==> config.mk <==
export PLATFORM = sky130hd
export DESIGN_NAME = dma_stream_mc
export DESIGN_NICKNAME = d
export VERILOG_FILES = /design/src/rtl/dma_stream_mc.sv
export SDC_FILE = /design/constraint.sdc
export NUM_CORES = 1
export LEC_CHECK = 0
export BUFFER_PORTS_ARGS = -buffer_cell sky130_fd_sc_hd__buf_2
export CORE_UTILIZATION = 62
export CTS_CLUSTER_SIZE = 25
export DETAILED_ROUTE_END_ITERATION = 16
export PLACE_DENSITY = 0.83
export SKIP_LAST_GASP = 1
export SLEW_MARGIN = 20
export SYNTH_ARGS = -nofsm -noshare
export SYNTH_HDL_FRONTEND = slang
export SYNTH_SLANG_ARGS = --single-unit
==> constraint.sdc <==
create_clock -name wb_clk_i -period 14.65 [get_ports wb_clk_i]
set_input_delay 2.93 -clock wb_clk_i [delete_from_list [all_inputs] [get_ports wb_clk_i]]
set_output_delay 2.93 -clock wb_clk_i [all_outputs]
set_load 0.01 [all_outputs]
==> src/rtl/dma_stream_mc.sv <==
// ---------------------------------------------------------------------------
// dma_stream_mc
//   Multi-channel descriptor DMA. The CPU posts descriptors over a Wishbone
//   slave port. Each descriptor is fetched from DRAM in fixed-length bursts.
//   The returned words land in a channel-tagged output buffer, and each word
//   is delivered to its descriptor's accelerator channel with valid/ready
//   handshaking.
//
// Ports
//   wb_clk_i / wb_rst_n_i      clock, asynchronous active-low reset
//   cpu_wbs_*                  CPU slave: descriptor write, status read
//   dram_wbs_ack_o             DRAM accepted the burst request
//   dram_burst_en_o            DRAM beat valid, data on dram_wbs_dat_o
//   dram_wbs_cyc/stb/we/adr_i  DRAM burst request (read only)
//   dram_fun_sel               fun_sel bit of the active descriptor
//   acc_data_valid_i[NUM_CH]   per-channel valid (only head channel active)
//   acc_data_ready_o[NUM_CH]   per-channel ready
//   acc_data_i                 shared data bus (output buffer head)
//   dma_done_o                 one-cycle pulse per completed descriptor
//   dma_err_o                  sticky error (bad channel / misaligned)
// ---------------------------------------------------------------------------
module dma_stream_mc #(
    parameter int          DATA_WIDTH = 32,
    parameter int          ADDR_WIDTH = 8,
    parameter int          NUM_CH     = 2,
    parameter int          DESC_DEPTH = 4,
    parameter int          BURST_LEN  = 4,
    parameter int          OBUF_DEPTH = 8,
    parameter logic [7:0]  CMD_TAG    = 8'h30,
    parameter logic [31:0] DRAM_BASE  = 32'h3800_0000
) (
    input  logic                  wb_clk_i,
    input  logic                  wb_rst_n_i,
    input  logic                  cpu_wbs_stb_i,
    input  logic                  cpu_wbs_cyc_i,
    input  logic                  cpu_wbs_we_i,
    input  logic [3:0]            cpu_wbs_sel_i,
    input  logic [31:0]           cpu_wbs_adr_i,
    input  logic [31:0]           cpu_wbs_dat_i,
    output logic                  cpu_wbs_ack_o,
    output logic [31:0]           cpu_wbs_dat_o,
    input  logic                  dram_wbs_ack_o,
    input  logic                  dram_burst_en_o,
    input  logic [DATA_WIDTH-1:0] dram_wbs_dat_o,
    output logic                  dram_fun_sel,
    output logic                  dram_wbs_stb_i,
    output logic                  dram_wbs_cyc_i,
    output logic                  dram_wbs_we_i,
    output logic [31:0]           dram_wbs_adr_i,
    output logic [NUM_CH-1:0]     acc_data_valid_i,
    input  logic [NUM_CH-1:0]     acc_data_ready_o,
    output logic [DATA_WIDTH-1:0] acc_data_i,
    output logic                  dma_done_o,
    output logic                  dma_err_o
);

    localparam int CH_W   = (NUM_CH > 1) ? $clog2(NUM_CH) : 1;
    localparam int DP_W   = (DESC_DEPTH > 1) ? $clog2(DESC_DEPTH) : 1;
    localparam int DC_W   = $clog2(DESC_DEPTH + 1);
    localparam int OP_W   = (OBUF_DEPTH > 1) ? $clog2(OBUF_DEPTH) : 1;
    localparam int OC_W   = $clog2(OBUF_DEPTH + 1);
    localparam int BC_W   = $clog2(BURST_LEN + 1);
    localparam int DESC_W = 1 + CH_W + 2 * ADDR_WIDTH;
    localparam int OBUF_W = CH_W + DATA_WIDTH;

    localparam logic [2:0] S_IDLE = 3'd0;
    localparam logic [2:0] S_LOAD = 3'd1;
    localparam logic [2:0] S_REQ  = 3'd2;
    localparam logic [2:0] S_WAIT = 3'd3;
    localparam logic [2:0] S_DONE = 3'd4;

    // ---------------- CPU slave decode ----------------
    logic            cpu_hit;
    logic [CH_W-1:0] cpu_ch;
    logic            ch_bad;
    logic            desc_full;
    logic            desc_push;
    logic            desc_pop;
    logic            cpu_ack_reg, cpu_ack_next;
    logic [31:0]     cpu_dat_reg, cpu_dat_next;

    // The ~ack term makes a held strobe produce exactly one ack per access.
    assign cpu_hit = cpu_wbs_cyc_i & cpu_wbs_stb_i &
                     (cpu_wbs_adr_i[31:24] == CMD_TAG) & ~cpu_wbs_ack_o;
    assign cpu_ch  = cpu_wbs_adr_i[4 +: CH_W];
    assign ch_bad  = int'(cpu_ch) >= NUM_CH;

    // Fullness comes from the registered count, so a pop in the same cycle
    // cannot admit a new write until the next cycle.
    assign desc_push    = cpu_hit & cpu_wbs_we_i & ~ch_bad & ~desc_full;
    assign cpu_ack_next = cpu_hit & (~cpu_wbs_we_i | ch_bad | ~desc_full);

    // ---------------- descriptor FIFO ----------------
    logic [DESC_W-1:0] desc_mem [DESC_DEPTH];
    logic [DP_W-1:0]   desc_wr_ptr_reg, desc_rd_ptr_reg;
    logic [DC_W-1:0]   desc_cnt_reg;
    logic [DESC_W-1:0] desc_head;

    assign desc_full = (desc_cnt_reg == DC_W'(DESC_DEPTH));
    assign desc_head = desc_mem[desc_rd_ptr_reg];

    always_ff @(posedge wb_clk_i) begin
        if (desc_push) begin
            desc_mem[desc_wr_ptr_reg] <= {cpu_wbs_adr_i[20], cpu_ch,
                                          cpu_wbs_dat_i[8 +: ADDR_WIDTH],
                                          cpu_wbs_dat_i[0 +: ADDR_WIDTH]};
        end
    end

    // ---------------- FSM state ----------------
    logic [2:0]            state_reg, state_next;
    logic [ADDR_WIDTH-1:0] cur_reg, cur_next;
    logic [ADDR_WIDTH-1:0] last_reg, last_next;
    logic [CH_W-1:0]       ch_reg, ch_next;
    logic                  fs_reg, fs_next;
    logic [BC_W-1:0]       beat_reg, beat_next;
    logic                  cyc_reg, cyc_next;
    logic [7:0]            done_cnt_reg, done_cnt_next;
    logic                  err_reg, err_next;
    logic [ADDR_WIDTH-1:0] span;
    logic                  misaligned;

    // Modular distance so that a wrapped descriptor (last < start) is legal.
    assign span       = last_reg - cur_reg;
    assign misaligned = |(span & ADDR_WIDTH'(BURST_LEN - 1));
    assign desc_pop   = (state_reg == S_IDLE) & (desc_cnt_reg != '0);

    // ---------------- output buffer ----------------
    logic [OBUF_W-1:0] obuf_mem [OBUF_DEPTH];
    logic [OP_W-1:0]   obuf_wr_ptr_reg, obuf_rd_ptr_reg;
    logic [OC_W-1:0]   obuf_cnt_reg;
    logic [OC_W-1:0]   obuf_free;
    logic [OBUF_W-1:0] obuf_head;
    logic [CH_W-1:0]   head_ch;
    logic              obuf_empty;
    logic              obuf_push;
    logic              obuf_pop;

    assign obuf_free  = OC_W'(OBUF_DEPTH) - obuf_cnt_reg;
    assign obuf_head  = obuf_mem[obuf_rd_ptr_reg];
    assign head_ch    = obuf_head[DATA_WIDTH +: CH_W];
    assign obuf_empty = (obuf_cnt_reg == '0);
    // Beats are only accepted in WAIT; the FSM leaves WAIT on the last beat,
    // so surplus beats and beats after a reset are dropped here.
    assign obuf_push  = (state_reg == S_WAIT) & dram_burst_en_o;
    assign obuf_pop   = ~obuf_empty & acc_data_ready_o[head_ch];

    always_ff @(posedge wb_clk_i) begin
        if (obuf_push) begin
            obuf_mem[obuf_wr_ptr_reg] <= {ch_reg, dram_wbs_dat_o};
        end
    end

    // ---------------- FSM next state ----------------
    always_comb begin
        state_next    = state_reg;
        cur_next      = cur_reg;
        last_next     = last_reg;
        ch_next       = ch_reg;
        fs_next       = fs_reg;
        beat_next     = beat_reg;
        cyc_next      = cyc_reg;
        done_cnt_next = done_cnt_reg;
        err_next      = err_reg | (cpu_hit & cpu_wbs_we_i & ch_bad);
        case (state_reg)
            S_IDLE: begin
                if (desc_pop) begin
                    {fs_next, ch_next, cur_next, last_next} = desc_head;
                    state_next = S_LOAD;
                end
            end
            S_LOAD: begin
                if (misaligned) begin
                    err_next   = 1'b1;
                    state_next = S_IDLE;
                end else begin
                    state_next = S_REQ;
                end
            end
            S_REQ: begin
                // Issue only when a whole burst is guaranteed to fit.
                if (obuf_free >= OC_W'(BURST_LEN)) begin
                    cyc_next   = 1'b1;
                    state_next = S_WAIT;
                end
            end
            S_WAIT: begin
                if (dram_wbs_ack_o | dram_burst_en_o) begin
                    cyc_next = 1'b0;
                end
                if (dram_burst_en_o) begin
                    if (beat_reg == BC_W'(BURST_LEN - 1)) begin
                        beat_next = '0;
                        if (cur_reg == last_reg) begin
                            state_next = S_DONE;
                        end else begin
                            cur_next   = cur_reg + ADDR_WIDTH'(BURST_LEN);
                            state_next = S_REQ;
                        end
                    end else begin
                        beat_next = beat_reg + 1'b1;
                    end
                end
            end
            S_DONE: begin
                done_cnt_next = done_cnt_reg + 8'd1;
                state_next    = S_IDLE;
            end
            default: state_next = S_IDLE;
        endcase
    end

    // ---------------- status word ----------------
    logic [3:0] desc_cnt4;
    logic       busy;

    assign desc_cnt4    = 4'(desc_cnt_reg);
    assign busy         = (state_reg != S_IDLE);
    assign cpu_dat_next = (cpu_hit & ~cpu_wbs_we_i) ?
                          {16'd0, done_cnt_reg, 2'd0, err_reg, busy, desc_cnt4} : 32'd0;

    // ---------------- registers ----------------
    always_ff @(posedge wb_clk_i or negedge wb_rst_n_i) begin
        if (!wb_rst_n_i) begin
            cpu_ack_reg     <= 1'b0;
            cpu_dat_reg     <= '0;
            desc_wr_ptr_reg <= '0;
            desc_rd_ptr_reg <= '0;
            desc_cnt_reg    <= '0;
            obuf_wr_ptr_reg <= '0;
            obuf_rd_ptr_reg <= '0;
            obuf_cnt_reg    <= '0;
            state_reg       <= S_IDLE;
            cur_reg         <= '0;
            last_reg        <= '0;
            ch_reg          <= '0;
            fs_reg          <= 1'b0;
            beat_reg        <= '0;
            cyc_reg         <= 1'b0;
            done_cnt_reg    <= '0;
            err_reg         <= 1'b0;
        end else begin
            cpu_ack_reg  <= cpu_ack_next;
            cpu_dat_reg  <= cpu_dat_next;
            state_reg    <= state_next;
            cur_reg      <= cur_next;
            last_reg     <= last_next;
            ch_reg       <= ch_next;
            fs_reg       <= fs_next;
            beat_reg     <= beat_next;
            cyc_reg      <= cyc_next;
            done_cnt_reg <= done_cnt_next;
            err_reg      <= err_next;

            if (desc_push) desc_wr_ptr_reg <= desc_wr_ptr_reg + 1'b1;
            if (desc_pop)  desc_rd_ptr_reg <= desc_rd_ptr_reg + 1'b1;
            case ({desc_push, desc_pop})
                2'b10:   desc_cnt_reg <= desc_cnt_reg + 1'b1;
                2'b01:   desc_cnt_reg <= desc_cnt_reg - 1'b1;
                default: desc_cnt_reg <= desc_cnt_reg;
            endcase

            if (obuf_push) obuf_wr_ptr_reg <= obuf_wr_ptr_reg + 1'b1;
            if (obuf_pop)  obuf_rd_ptr_reg <= obuf_rd_ptr_reg + 1'b1;
            case ({obuf_push, obuf_pop})
                2'b10:   obuf_cnt_reg <= obuf_cnt_reg + 1'b1;
                2'b01:   obuf_cnt_reg <= obuf_cnt_reg - 1'b1;
                default: obuf_cnt_reg <= obuf_cnt_reg;
            endcase
        end
    end

    // ---------------- outputs ----------------
    assign cpu_wbs_ack_o  = cpu_ack_reg;
    assign cpu_wbs_dat_o  = cpu_dat_reg;
    assign dram_wbs_cyc_i = cyc_reg;
    assign dram_wbs_stb_i = cyc_reg;
    assign dram_wbs_we_i  = 1'b0;
    assign dram_fun_sel   = fs_reg;
    assign dram_wbs_adr_i = ((state_reg == S_REQ) || (state_reg == S_WAIT)) ?
                            (DRAM_BASE | {{(30 - ADDR_WIDTH){1'b0}}, cur_reg, 2'b00}) : 32'd0;
    assign acc_data_i     = obuf_empty ? '0 : obuf_head[DATA_WIDTH-1:0];
    assign dma_done_o     = (state_reg == S_DONE);
    assign dma_err_o      = err_reg;

    generate
        for (genvar gi = 0; gi < NUM_CH; gi++) begin : g_valid
            assign acc_data_valid_i[gi] = ~obuf_empty & (head_ch == CH_W'(gi));
        end
    endgenerate

    // Byte selects and the undecoded address/data bits have no function.
    logic unused_bits;
    assign unused_bits = ^{cpu_wbs_sel_i, cpu_wbs_adr_i, cpu_wbs_dat_i};

endmodule
==> flow_summary.yaml <==
outcome:
  status: "complete, no violations"
placed_design:
  place_area_sq_mm: 0.0171
  dp_hpwl_mm: 18.0
  io_buffers: 130
  gp_congestion: 0.776
  place_ws_ps: 8920
power_and_ir_drop:
  power.density_mw_per_mm2: 179
  power.internal_uw: 2350
  p_total_uw: 3300
  p_switching_uw: 951
  pwr-share-comb_pct: 25.6
  clockPowerShare_pct: 30.3
  swShare_pct: 28.9
  vdd_drop_max_v: 0.000183
  power_leakage_uw: 0.00681
  sequentialPowerShare_pct: 44.1
route:
  first_pass_iters: 5
  wire_per_inst_um: 22.1
  vias: 8131
  drt_iter0_drc: 692
  drt-vias-per-instance: 5.86
  ant_nets: 0
  drc: 0
  wirelength_mm: 30.6
clock_network:
  post_cts_buffers: 0
  clk_pin_slew_worst_paths_ps: 60
  clockBufferDepth: 3
  htreeDepth: 2
  cts_hold_buf: 0
  cts_tree: "built"
  clk_latency_ps: 530
  cts_resized: 0
  clock_sink_count: 401
  cts_buffers: 40
  root_buffer: "clkbuf_16"
critical_path:
  crit_slowest_cell: "buf_6"
  path_buf_inv: 2
  cp_max_fo: 56
  crit_family: "multiplexers"
  cp.required_ps: 11720
  crit_path_start_kind: "register"
  max_stage_delay_ps: 640
  worstPathArrival_ps: 2970
  crit_type: "reg2out"
  crit_path_end_kind: "output pin"
  path_cells: "buf_6, mux4_2, mux2_4, nor2b_1, buf_2"
timing:
  finalSetupViolations: 0
  fin_ws_ps: 8750
  report.final.slew_viol_count: 0
  hold_viol: 0
  skew_ps: 19.2
  timing.setup.tns_ps: 0
  max_freq_ghz: 0.169
  fin_crit_sh_pct: 40.3
  max_slew.worst_pin.slew_ps: 978
  post-route-min-period_ps: 5900
  slew_headroom_pct: 34.3
  rsz0062_at_grt: "false"
floorplan:
  die_y_um: 163
  core-area_sq_mm: 0.0253
  rows: 58
  pin_count: 214
  start_util_pct: 63.7
  fp.dieArea_sq_mm: 0.0267
  die_w_um: 163
layout:
  area_growth_pct: 13.8
  fin_area_sq_mm: 0.0184
  multi_input_area_sq_mm: 0.00409
  seqCellArea_sq_mm: 0.0117
  regMostFlops: "obuf_mem"
  drive_gt1_share_pct: 29.7
  fin_nets: 1151
  antenna_cells: 0
  fillers: 1465
  largest_register_ffs: 264
logic_synthesis:
  synth_simple_gate_area_share_pct: 5.39
  synth_top_family_by_area: "multiplexers"
  seq_area_frac_synth_pct: 72.6
  synth_seq_cells: 401
  yosysWarningCount: 0
  synthAdderAreaFrac_pct: 1.33
  synth-compound-area-share_pct: 1.42
  yosysUniqueCellTypes: 58
  synth-edff-count: 336
  synthArstFlopShare_pct: 16.2
  yosys.area.top_type: "edfxtp_1"
  synth_mux_area_share_pct: 14.3
  synth.area.top_cells: "edfxtp_1 63%, mux4_2 12%, dfrtp_1 10%, mux2i_1 2.2%, buf_4 2.1%"
  synth-xor-area-share_pct: 1.57
  synth_area_sq_mm: 0.0161
  synth_top_cell_area_share_pct: 62.5
  syn_inst: 874
  avgSynthCellArea_sq_um: 18.5
  synth_flop_cell: "edfxtp_1"
grt:
  grt_start_max_net_pins: 66
  grt_pass1_wl_mm: 46.5
  grt_pass1_vias: 8408
  track_usage_pct: 23.5
  antenna_found_initial: 1
  grt_remaining_overflow: 0
hold_path:
  hp-class: "reg2reg"
run:
  drv_cap: 0
## kinds of logic (layout without fill, tap and decap cells)
logic type / count (synthesis) / after routing
flops: 401 / 401
simple gates: 178 / 178
mux: 124 / 124
buf+inv: 92 / 236
compound gates: 33 / 33
xor+xnor: 29 / 29
fa+ha+maj: 16 / 16
other cells: 1 / 41
## power groups by stage
stage | Clock, uW | Combinational, uW | Sequential (uW)
detailed placement | 0 | 847 | 1480
finish | 998 | 844 | 1460
CTS | 1010 | 859 | 1460
global route | 1060 | 915 | 1460
floorplan | 0 | 622 | 1430
global placement | 0 | 817 | 1460
## routing by layer
layer | vias up | global-route usage, % | share of wire, %
met5 | - | 0 | 0.036
met4 | 2 | 5.61 | 1.5
met3 | 39 | 4.09 | 6.9
met2 | 310 | 41.2 | 53
met1 | 4183 | 30.7 | 39
li1 | 3597 | - | -
## synth_stat cells, drive strengths merged, types with 2 or more instances
master	number
edfxtp	336
mux4	84
buf	67
dfrtp	65
nand2	63
nor2	44
mux2i	36
and2	23
xnor2	17
ha	14
inv	14
xor2	12
clkbuf	11
nor3	8
o21ai	8
nand3	6
nand4	6
nor4	6
a21oi	5
nand2b	5
a21o	4
mux2	4
or3	4
nor2b	3
o211ai	3
a22o	2
fa	2
nor3b	2
o31ai	2
or4	2
## cells in the final DEF, fill, tap and decap left out, drive strengths merged, types with 2 or more instances in the layout
| cell | n |
|---|---|
| edfxtp | 336 |
| buf | 148 |
| mux4 | 84 |
| dfrtp | 65 |
| nand2 | 63 |
| clkbuf | 53 |
| nor2 | 44 |
| conb | 41 |
| mux2i | 36 |
| and2 | 23 |
| xnor2 | 17 |
| inv | 17 |
| ha | 14 |
| clkinv | 13 |
| xor2 | 12 |
| nor3 | 8 |
| o21ai | 8 |
| nand4 | 6 |
| nand3 | 6 |
| nor4 | 6 |
| nand2b | 5 |
| a21oi | 5 |
| or3 | 4 |
| a21o | 4 |
| mux2 | 4 |
| nor2b | 3 |
| o211ai | 3 |
| bufinv | 3 |
| or4 | 2 |
| o31ai | 2 |
| a22o | 2 |
| fa | 2 |
| clkinvlp | 2 |
| nor3b | 2 |
## per-stage QoR
step	cells	hold WS, ps	util (%)
2_1_floorplan	914	437	-
3_5_place_dp	1314	472	67.4
4_1_cts	1388	484	72.5
5_1_grt	1388	487	72.5
3_3_place_gp	1314	459	67.4
6_report	1388	488	72.5
## final cells by class
cell class | count | share of cell area [%]
clock buffers | 53 | 6.05
repair buffers | 148 | 4.30
well taps | 330 | 2.25
multi-input cells | 421 | 22.3
flip-flops and latches | 401 | 63.8
clock inverters | 21 | 1.04
inverters | 14 | 0.286
## worst paths after layout
path,from,end,slack (ps),cells past startpoint
max,obuf_rd_ptr_reg[0],acc_data_valid_i[1],8750,5
max reg2reg,obuf_rd_ptr_reg[0],obuf_cnt_reg[3],10810,11
min,done_cnt_reg[7],done_cnt_reg[7],490,1
min reg2reg,done_cnt_reg[7],done_cnt_reg[7],490,1
min in group asynchronous,wb_rst_n_i,desc_wr_ptr_reg[0],2590,2
max in group asynchronous,wb_rst_n_i,obuf_rd_ptr_reg[0],11410,2
Note: power is estimated with default switching activity, not from simulation.
